[config.mk]
export PLATFORM = sky130hd
export DESIGN_NAME = i2s_audio_receiver
export DESIGN_NICKNAME = d
export VERILOG_FILES = /design/src/rtl/i2s_audio_receiver.sv
export SDC_FILE = /design/constraint.sdc
export NUM_CORES = 1
export LEC_CHECK = 0
export BUFFER_PORTS_ARGS = -buffer_cell sky130_fd_sc_hd__clkbuf_2
export CAP_MARGIN = 20
export CORE_UTILIZATION = 54
export CTS_CLUSTER_SIZE = 12
export DETAILED_ROUTE_END_ITERATION = 6
export GPL_ROUTABILITY_DRIVEN = 0
export PLACE_DENSITY = 0.78
export SYNTH_ARGS = -nofsm -noshare
export SYNTH_HDL_FRONTEND = slang
export SYNTH_SLANG_ARGS = --single-unit
[constraint.sdc]
create_clock -name clk -period 4.5 [get_ports clk]
set_input_delay 0.45 -clock clk [delete_from_list [all_inputs] [get_ports clk]]
set_output_delay 0.45 -clock clk [all_outputs]
set_load 0.03 [all_outputs]
[src/rtl/i2s_audio_receiver.sv]
`default_nettype none
// ============================================================================
// Module   : i2s_audio_receiver
// Purpose  : Deserialises a 16-bit stereo I2S / left-justified serial stream
//            (SCK/LRCK/SDIN, all asynchronous to clk) into parallel left and
//            right samples, flags short slots, and keeps a windowed peak
//            meter per channel.
// Revision : 1.0 - initial release
// ============================================================================
module i2s_audio_receiver #(
  parameter int DATA_DELAY  = 0,    // SCK rises skipped after LRCK edge (0 or 1)
  parameter int PEAK_FRAMES = 4096  // frames per peak window, 1..65536
) (
  input  logic        clk,
  input  logic        rst_one_pulsed,
  input  logic        en,
  input  logic        audio_sck,
  input  logic        audio_lrck,
  input  logic        audio_sdin,
  output logic [15:0] sample_left,
  output logic [15:0] sample_right,
  output logic        sample_valid,
  output logic        frame_err,
  output logic [15:0] peak_left,
  output logic [15:0] peak_right
);

  // Bit position (relative to the LRCK edge) of the MSB, and the frame index
  // on which a peak window closes.
  localparam logic [4:0]  c_FIRST_BIT  = 5'(DATA_DELAY);
  localparam logic [16:0] c_LAST_FRAME = 17'(PEAK_FRAMES - 1);

  typedef enum logic [1:0] {
    ST_IDLE  = 2'd0,
    ST_LEFT  = 2'd1,
    ST_RIGHT = 2'd2
  } state_t;

  // Two's-complement magnitude; -32768 saturates so the result fits 16 bits.
  function automatic logic [15:0] f_abs(input logic [15:0] x);
    if (x == 16'h8000) begin
      return 16'h7FFF;
    end else if (x[15]) begin
      return ~x + 16'd1;
    end
    return x;
  endfunction

  // Synchroniser chains: bit 0 = s1, bit 1 = s2, bit 2 = s3.
  logic [2:0]  r_sck_sync;
  logic [2:0]  r_lrck_sync;
  logic [2:0]  r_sdin_sync;

  state_t      r_state;
  state_t      w_state_nxt;

  logic [4:0]  r_bit_cnt;
  logic [15:0] r_shift;
  logic        r_slot_done;
  logic [15:0] r_left_hold;
  logic        r_left_ok;

  logic [15:0] r_sample_left;
  logic [15:0] r_sample_right;
  logic        r_sample_valid;
  logic        r_frame_err;

  logic [15:0] r_pk_l;
  logic [15:0] r_pk_r;
  logic [16:0] r_frame_cnt;
  logic [15:0] r_peak_left;
  logic [15:0] r_peak_right;

  // Edge detection on the synchronised pins.
  logic        w_sck_rise;
  logic        w_lr_rise;
  logic        w_lr_fall;
  logic        w_lr_edge;
  logic        w_bit;

  // Slot datapath.
  logic [4:0]  w_cnt_base;
  logic [4:0]  w_cnt_rel;
  logic [4:0]  w_cnt_nxt;
  logic        w_shift_en;
  logic [15:0] w_shift_nxt;
  logic        w_word_done;
  logic        w_left_done;
  logic        w_right_done;
  logic        w_frame_go;
  logic        w_short;

  // Peak datapath.
  logic [15:0] w_abs_l;
  logic [15:0] w_abs_r;
  logic [15:0] w_max_l;
  logic [15:0] w_max_r;

  assign w_sck_rise = r_sck_sync[1] & ~r_sck_sync[2];
  assign w_lr_rise  = r_lrck_sync[1] & ~r_lrck_sync[2];
  assign w_lr_fall  = ~r_lrck_sync[1] & r_lrck_sync[2];
  assign w_lr_edge  = w_lr_rise | w_lr_fall;
  assign w_bit      = r_sdin_sync[1];

  // An LRCK edge is processed before a coincident SCK rise, so that rise is
  // counted from zero as the first edge of the new slot.
  assign w_cnt_base  = w_lr_edge ? 5'd0 : r_bit_cnt;
  assign w_cnt_rel   = w_cnt_base - c_FIRST_BIT;   // wraps high before the MSB
  assign w_cnt_nxt   = (w_cnt_base == 5'd31) ? 5'd31 : w_cnt_base + 5'd1;
  assign w_shift_en  = w_sck_rise && (w_cnt_rel < 5'd16);
  assign w_shift_nxt = {r_shift[14:0], w_bit};
  assign w_word_done = en && w_shift_en && (w_cnt_rel == 5'd15);
  assign w_left_done = w_word_done && (r_state == ST_LEFT);
  assign w_right_done = w_word_done && (r_state == ST_RIGHT);
  assign w_frame_go  = w_right_done && r_left_ok;

  assign w_abs_l = f_abs(r_left_hold);
  assign w_abs_r = f_abs(w_shift_nxt);
  assign w_max_l = (w_abs_l > r_pk_l) ? w_abs_l : r_pk_l;
  assign w_max_r = (w_abs_r > r_pk_r) ? w_abs_r : r_pk_r;

  // Bring the three serial pins into the clk domain.
  always_ff @(posedge clk or posedge rst_one_pulsed) begin
    if (rst_one_pulsed) begin
      r_sck_sync  <= 3'd0;
      r_lrck_sync <= 3'd0;
      r_sdin_sync <= 3'd0;
    end else begin
      r_sck_sync  <= {r_sck_sync[1:0], audio_sck};
      r_lrck_sync <= {r_lrck_sync[1:0], audio_lrck};
      r_sdin_sync <= {r_sdin_sync[1:0], audio_sdin};
    end
  end

  // Slot state register.
  always_ff @(posedge clk or posedge rst_one_pulsed) begin
    if (rst_one_pulsed) begin
      r_state <= ST_IDLE;
    end else begin
      r_state <= w_state_nxt;
    end
  end

  // Slot sequencing; capture only starts on a left-slot LRCK fall.
  always_comb begin
    w_state_nxt = r_state;
    w_short     = 1'b0;
    if (!en) begin
      w_state_nxt = ST_IDLE;
    end else begin
      case (r_state)
        ST_IDLE: begin
          if (w_lr_fall) w_state_nxt = ST_LEFT;
        end
        ST_LEFT: begin
          if (w_lr_rise) w_state_nxt = ST_RIGHT;
          w_short = w_lr_edge && !r_slot_done;
        end
        ST_RIGHT: begin
          if (w_lr_fall) w_state_nxt = ST_LEFT;
          w_short = w_lr_edge && !r_slot_done;
        end
        default: begin
          w_state_nxt = ST_IDLE;
        end
      endcase
    end
  end

  // Bit counter, shift register and per-slot completion flag.
  always_ff @(posedge clk or posedge rst_one_pulsed) begin
    if (rst_one_pulsed) begin
      r_bit_cnt   <= 5'd0;
      r_shift     <= 16'd0;
      r_slot_done <= 1'b0;
    end else begin
      if (w_sck_rise) begin
        r_bit_cnt <= w_cnt_nxt;
      end else if (w_lr_edge) begin
        r_bit_cnt <= 5'd0;
      end
      if (w_shift_en) begin
        r_shift <= w_shift_nxt;
      end
      if (w_lr_edge || !en) begin
        r_slot_done <= 1'b0;
      end else if (w_word_done) begin
        r_slot_done <= 1'b1;
      end
    end
  end

  // Hold the left word until its right partner arrives.
  always_ff @(posedge clk or posedge rst_one_pulsed) begin
    if (rst_one_pulsed) begin
      r_left_hold <= 16'd0;
      r_left_ok   <= 1'b0;
    end else if (!en) begin
      r_left_ok <= 1'b0;
    end else if (w_left_done) begin
      r_left_hold <= w_shift_nxt;
      r_left_ok   <= 1'b1;
    end else if (w_right_done) begin
      r_left_ok <= 1'b0;
    end else if (w_short && (r_state == ST_LEFT)) begin
      r_left_ok <= 1'b0;
    end
  end

  // Publish complete stereo frames and short-slot errors.
  always_ff @(posedge clk or posedge rst_one_pulsed) begin
    if (rst_one_pulsed) begin
      r_sample_left  <= 16'd0;
      r_sample_right <= 16'd0;
      r_sample_valid <= 1'b0;
      r_frame_err    <= 1'b0;
    end else begin
      r_sample_valid <= w_frame_go;
      r_frame_err    <= w_short;
      if (w_frame_go) begin
        r_sample_left  <= r_left_hold;
        r_sample_right <= w_shift_nxt;
      end
    end
  end

  // Peak accumulation; the window result includes its closing frame.
  always_ff @(posedge clk or posedge rst_one_pulsed) begin
    if (rst_one_pulsed) begin
      r_pk_l       <= 16'd0;
      r_pk_r       <= 16'd0;
      r_frame_cnt  <= 17'd0;
      r_peak_left  <= 16'd0;
      r_peak_right <= 16'd0;
    end else if (w_frame_go) begin
      if (r_frame_cnt == c_LAST_FRAME) begin
        r_peak_left  <= w_max_l;
        r_peak_right <= w_max_r;
        r_pk_l       <= 16'd0;
        r_pk_r       <= 16'd0;
        r_frame_cnt  <= 17'd0;
      end else begin
        r_pk_l      <= w_max_l;
        r_pk_r      <= w_max_r;
        r_frame_cnt <= r_frame_cnt + 17'd1;
      end
    end
  end

  assign sample_left  = r_sample_left;
  assign sample_right = r_sample_right;
  assign sample_valid = r_sample_valid;
  assign frame_err    = r_frame_err;
  assign peak_left    = r_peak_left;
  assign peak_right   = r_peak_right;

endmodule
`default_nettype wire

After elaboration in Yosys (flattened, before gate mapping)
Index checks and enable logic that the tools add are counted.
{"block": "op_classes", "n_eq_ne": 10, "addsub": 4, "magnitude_cmp": 3, "bitwise_logic": 9, "n_mux": 30, "n_reduce_logical": 18}
{"operator": "$mux W16", "count": 10}
{"operator": "$add A16 B1 Y16 const B", "count": 2}
{"operator": "$eq A16 B16 Y1 const B", "count": 2}
{"operator": "$gt A16 B16 Y1", "count": 2}
{"operator": "$not A16 Y16", "count": 2}
{"operator": "$add A17 B1 Y17 const B", "count": 1}
{"operator": "$eq A17 B12 Y1 const B", "count": 1}
{"operator": "$mux W17", "count": 1}
{"operator": "$mux W5", "count": 3}
{"operator": "$mux W1", "count": 12}
{"operator": "$logic_and A1 B1 Y1", "count": 8}
{"operator": "$mux W2", "count": 3}
{"operator": "$reduce_and A2 Y1", "count": 3}
{"operator": "$add A5 B1 Y5 const B", "count": 1}
{"operator": "$eq A5 B4 Y1 const B", "count": 1}
{"operator": "$eq A5 B5 Y1 const B", "count": 1}
{"operator": "$lt A5 B5 Y1 const B", "count": 1}
{"operator": "$ne A4 B1 Y1 const B", "count": 1}
{"operator": "$pmux W2 S2", "count": 1}
{"operator": "$reduce_or A2 Y1", "count": 2}
{"operator": "$and A1 B1 Y1", "count": 3}
{"operator": "$ne A3 B2 Y1 const B", "count": 1}
{"operator": "$ne A3 B3 Y1 const B", "count": 1}
{"operator": "$not A1 Y1", "count": 3}
{"operator": "other kinds (7)", "count": 8}
{"block": "word_totals", "inputBits": 6, "register_bits": 163, "out_inout_bits": 66, "word_cells": 92}

Depth between registers and ports, before layout
{"block": "logic_depth", "depth_word": 12, "ltp_mapped": 18, "ltp_nobuf": 14}

Least setup slack after synthesis
Ideal clock, no wire load.
{"block": "synth_path", "kind": "flip-flop to flip-flop", "start": "register r_left_hold[0]", "end": "register r_pk_l[3]", "period_less_slack_ns": 3.802, "setup_time_ns": 0.121, "setup_slack_ns": 0.698, "required_time_ns": 4.379, "n_path_buf": 4, "arrival_time_ns": 3.681, "path_stages_with_launch": 18, "path_cell_list": "dfrtp_1 > inv_1 > ha_1 > or3b_1 > clkbuf_1 > or3_1 > o31a_1 > o21a_1 > ha_1 > nand4_1 > nor2_1 > a221o_1 > o31a_1 > buf_4 > and2_1 > buf_2 > buf_2 > a22o_1"}
{"block": "synth_between", "elab_chain_len": 8, "elab_cells_between_ends": 10, "classes_between": "add/sub (1); order compare (1); eq/ne (1); mux (6); bitwise (1)"}
{"element": "start, declared", "line": "60", "text": "logic [15:0] r_left_hold;"}
{"element": "start signal, assigned", "line": "201", "text": "r_left_hold <= w_shift_nxt;"}
{"element": "$not A16 Y16", "line": "44", "text": "return ~x + 16'd1;"}
{"element": "$add A16 B1 Y16", "line": "44"}
{"element": "$mux W16", "line": "43", "text": "end else if (x[15]) begin"}
{"element": "$mux W16", "line": "41", "text": "if (x == 16'h8000) begin"}
{"element": "$mux W16 (*)", "line": "46", "text": "return x;"}
{"element": "$gt A16 B16 Y1", "line": "119", "text": "assign w_max_l = (w_abs_l > r_pk_l) ? w_abs_l : r_pk_l;"}
{"element": "$mux W16 (*)", "line": "119"}
{"element": "$mux W16 (*)", "line": "236", "text": "if (r_frame_cnt == c_LAST_FRAME) begin"}
{"element": "end signal, assigned", "line": "243", "text": "r_pk_l <= w_max_l;"}
{"element": "end, declared", "line": "68", "text": "logic [15:0] r_pk_l;"}
Mark *: on every way between the ends. The rest lies on a longest branch, timed or not. The select of a mux whose other input is x is not followed.
A chain may end at the register's enable or synchronous reset.

Worst setup path in the final report
{"block": "layout_path", "start": "register r_left_hold[0]", "end": "register r_peak_left[10] (netlist: peak_left[10])"}
{"block": "layout_between", "elab_chain_len": 7, "elab_cells_between_ends": 9, "classes_between": "add/sub (1); order compare (1); eq/ne (1); mux (5); bitwise (1)"}
{"element": "$not A16 Y16", "line": "44"}
{"element": "$add A16 B1 Y16", "line": "44"}
{"element": "$mux W16", "line": "43"}
{"element": "$mux W16", "line": "41"}
{"element": "$mux W16 (*)", "line": "46"}
{"element": "$gt A16 B16 Y1", "line": "119"}
{"element": "$mux W16 (*)", "line": "119"}
{"element": "end signal, assigned", "line": "237", "text": "r_peak_left <= w_max_l;"}
{"element": "end, declared", "line": "71", "text": "logic [15:0] r_peak_left;"}
Marked as above.

==> metrics.csv <==
stage,metric,value,unit
cts,CTS root buf,clkbuf_16,
critical_path,CP Cell Sequence,"inv_1, ha_1, or3b_1, or3_1, o31a_1, o21a_1, ha_1, nand4_1, nor4_2, a21boi_0, o31a_1, buf_6, mux2i_1, o21ai_0",
cts,post-CTS resize count,0,
global_routing,All-Layer GR Usage,24.5,%
finish,Final nets,935,
cts,CTS buffer count,17,
finish,cell area after layout,9430,sq um
global_routing,first-pass GRT wire length,30500,um
synth,fraction of synthesized area in multiplexers,6.46,%
synth,post-synthesis xor/xnor area fraction,3.07,%
cts,clk slew on worst S/H paths,0.07,ns
synth,Synth Area in Compound Gates,13.2,%
synth,Syn Inst Count,826,
critical_path,Crit. End Element,flop,
cts,H-tree Lvls,4,
routing,WL/cell,16.8,um
critical_path,Worst path slowest cell,or3b_1,
timing,Final setup viols,0,
pwr,Leak,0.00473,uW
floorplan,I/O pins,72,
timing,final setup skew,0.0134,ns
global_routing,grt total ovfl,0,
critical_path,startpoint types,flop,
timing,final setup TNS,0,ns
critical_path,WS Path Type,flop to flop,
place,Place WS,0.186,ns
critical_path,Worst Path Required,4.79,ns
synth,register area share after synthesis,49.2,%
cts,# Post-CTS Setup Buffers,0,
timing,final worst setup slack,0.235,ns
synth,"area leader, netlist",dfrtp_1,
critical_path,top cell family by delay on the critical path,simple AND/OR/NAND/NOR gates,
routing,Vias/cell,5.77,
global_routing,initial antenna violation count,0,
finish,share of layout cells above drive strength 1,18.8,%
run,Max Cap Violations,0,
floorplan,die width,126,um
cts,CTS sink cnt,163,
synth,simple-gate share of the synthesized area,16.9,%
pwr,pwr dens,458,nW/um^2
timing,Tightest Pin Transition,1.05,ns
timing,Max-slew headroom,29.7,%
synth,post-synth top area share,49.2,%
synth,Synth area leaders,"dfrtp_1 (49%), nand2_1 (7.7%), ha_1 (6.3%)",
synth,Main synth FF type,dfrtp_1,
finish,Ant. Diodes,0,
timing,fin crit share,94.8,%
floorplan,DIE HEIGHT,126,um
timing,RSZ-0062 raised after global routing,no,
floorplan,die area,15800,sq um
cts,TritonCTS clock tree,yes,
floorplan,Core Region,14800,sq um
routing,WL final,18200,um
min_path,HP Class,input pin to async pin,
cts,"Clk Latency, worst-skew pair",0.44,ns
finish,fillers,1181,
critical_path,Worst Path Buf+Inv,2,
synth,Syn Nets,874,
routing,drt first pass iters,5,
critical_path,CP arrival,4.55,ns
routing,Remaining DRCs,0,
pwr,Worst VDD drop,0.300,mV
finish,Syn-to-layout area delta,13.8,%
cts,Clock Tree Buf Depth,2,
floorplan,Initial Util,56.1,%
place,PortBufs,71,
floorplan,FP Rows,44,
timing,Final Max Slew Viols,0,
critical_path,Worst Path Max Fanout,24,
synth,number of synthesized flops with an enable pin,0,
timing,"Hold Vio Cnt, Final",0,
outcome,outcome,completed,
cts,hold buffer count at cts,0,
synth,Seq cells post-synth,163,
synth,"Cell Area, Synth",8280,sq um
synth,Yosys warning total,0,
critical_path,crit-path max cell delay,0.46,ns
synth,Synth cell types,64,
timing,Max Freq,234,MHz
place,placed cell area,8790,sq um
timing,Final min period,4.27,ns
routing,DRT antenna net count,0,
global_routing,vias in the first global route,5954,
synth,fraction of registers with async set/reset,100,%
timing,hold_ws,0.0728,ns
place,DPL Wire Length,12800,um
critical_path,reg2reg setup slack,0.23,ns
routing,initial drt markers,421,
pwr,Overall Power,4320,uW
synth,Post-Synth Adder-Cell Area,6.34,%
global_routing,pin count of the biggest net entering global routing,91,
synth,largest family of logic cells by synthesized area,simple AND/OR/NAND/NOR gates,
synth,Syn Area/Cell,10.0,sq um
routing,Via Count,6259,
## flip-flops by register name, indices dropped and copies added (netlist names)
register,cells
sample_right,16
r_shift,15
r_pk_l,16
r_pk_r,16
r_lrck_sync,3
peak_left,16
sample_valid,1
peak_right,16
r_state,2
r_sdin_sync,2
r_sck_sync,3
r_frame_cnt,17
r_slot_done,1
r_bit_cnt,5
r_left_hold,16
frame_err,1
sample_left,16
r_left_ok,1
## routing by layer
| layer | vias to the layer above | wire length [um] | track usage, % |
|---|---|---|---|
| met5 | - | 0 | 0 |
| met4 | 0 | 272 | 8.58 |
| met3 | 24 | 855 | 4.38 |
| met2 | 179 | 8390 | 37.8 |
| met1 | 3050 | 8650 | 35.1 |
| li1 | 3006 | - | - |
## cell families (layout without fill, tap and decap cells)
logic type               after synthesis  in the layout
AND/OR/NAND/NOR                      293            293
multiplexers                          50             50
AO/OA/AOI/OAI                        155            155
buffers and inverters                 94            168
adder cells (fa/ha/maj)               42             42
flip-flops                           163            163
XOR/XNOR                              29             29
## cell usage in the layout, fill, tap and decap left out, types with 4 or more instances in the layout
cell type  Yosys  routed
nor3_1         8       8
or3_1          4       4
ha_1          42      42
o311ai_1       9       9
o31ai_1        6       6
nand2_1      169     169
o21ai_1       13      13
a31oi_1        5       5
o31a_1         4       4
buf_4          1      14
o21ai_0       29      29
nand3_1       29      29
clkbuf_2       1      71
a21oi_1       28      28
inv_6          0       5
nand4_1       11      11
and3_1         7       7
o311ai_0       7       7
mux2i_1       22      22
xor2_1        14      14
clkbuf_16      0      17
nor2_1        25      25
mux2_2        28      28
nor2b_1        6       6
a22o_1        32      32
and2_1         8       7
inv_1         49      48
dfrtp_1      163     163
xnor2_1       15      15
## final timing paths
path | start | end | cells after the start
worst max-delay path | r_left_hold[0] | peak_left[10] | 14
worst min-delay path | rst_one_pulsed | sample_right[9] | 2
worst max register to register | r_left_hold[0] | peak_left[10] | 14
worst min register to register | r_lrck_sync[0] | r_lrck_sync[1] | 0
max in group asynchronous | rst_one_pulsed | r_left_hold[2] | 3
min in group clk | audio_sck | r_sck_sync[0] | 1
## metrics by stage
stage               instances  utilization (%)
CTS                      1084             63.8
global placement         1052             59.6
finish                   1084             63.9
detailed placement       1052             59.6
floorplan                 826                -
global route             1084             63.9
## power breakdown
group	switching, uW	internal [uW]
clock	620	913
combinational	685	470
sequential	108	1520
## cells in the mapped netlist (all sizes together) (2+ instances only)
master  count
a21oi      28
inv        49
a31oi       6
nand2b      2
o41ai       2
a22o       32
a21o        2
o311ai     16
o211ai      2
o21a        3
ha         42
nand3      30
nor3       10
mux2i      22
nor2b       6
and3        7
or3         6
mux2       28
nor4        4
o31ai       8
clkbuf     17
dfrtp     163
xnor2      15
and2        8
nand4      11
a311oi      3
nand2     169
a221o       2
nor2       26
o31a        4
o21ai      44
xor2       14
or4         5
buf        28
## worst register-to-register path: stages (launching register included)
cell      delay [ns]
dfrtp_1         0.38
inv_1           0.13
ha_1            0.18
or3b_1          0.46
or3_1           0.41
o31a_1          0.29
o21a_1          0.20
ha_1            0.29
nand4_1         0.14
nor4_2          0.38
a21boi_0        0.27
o31a_1          0.33
buf_6           0.27
mux2i_1         0.29
o21ai_0         0.11
## final cells by class
class	count	area, sq um	share of cell area, %
clock buffer	19	453	4.80
clock inverter	13	170	1.80
inverter	49	188	1.99
multi-input combinational	569	3820	40.5
sequential	163	4080	43.3
tap	184	230	2.44
timing repair buffer	87	492	5.22
No activity file was read; power rests on OpenSTA's default activity.
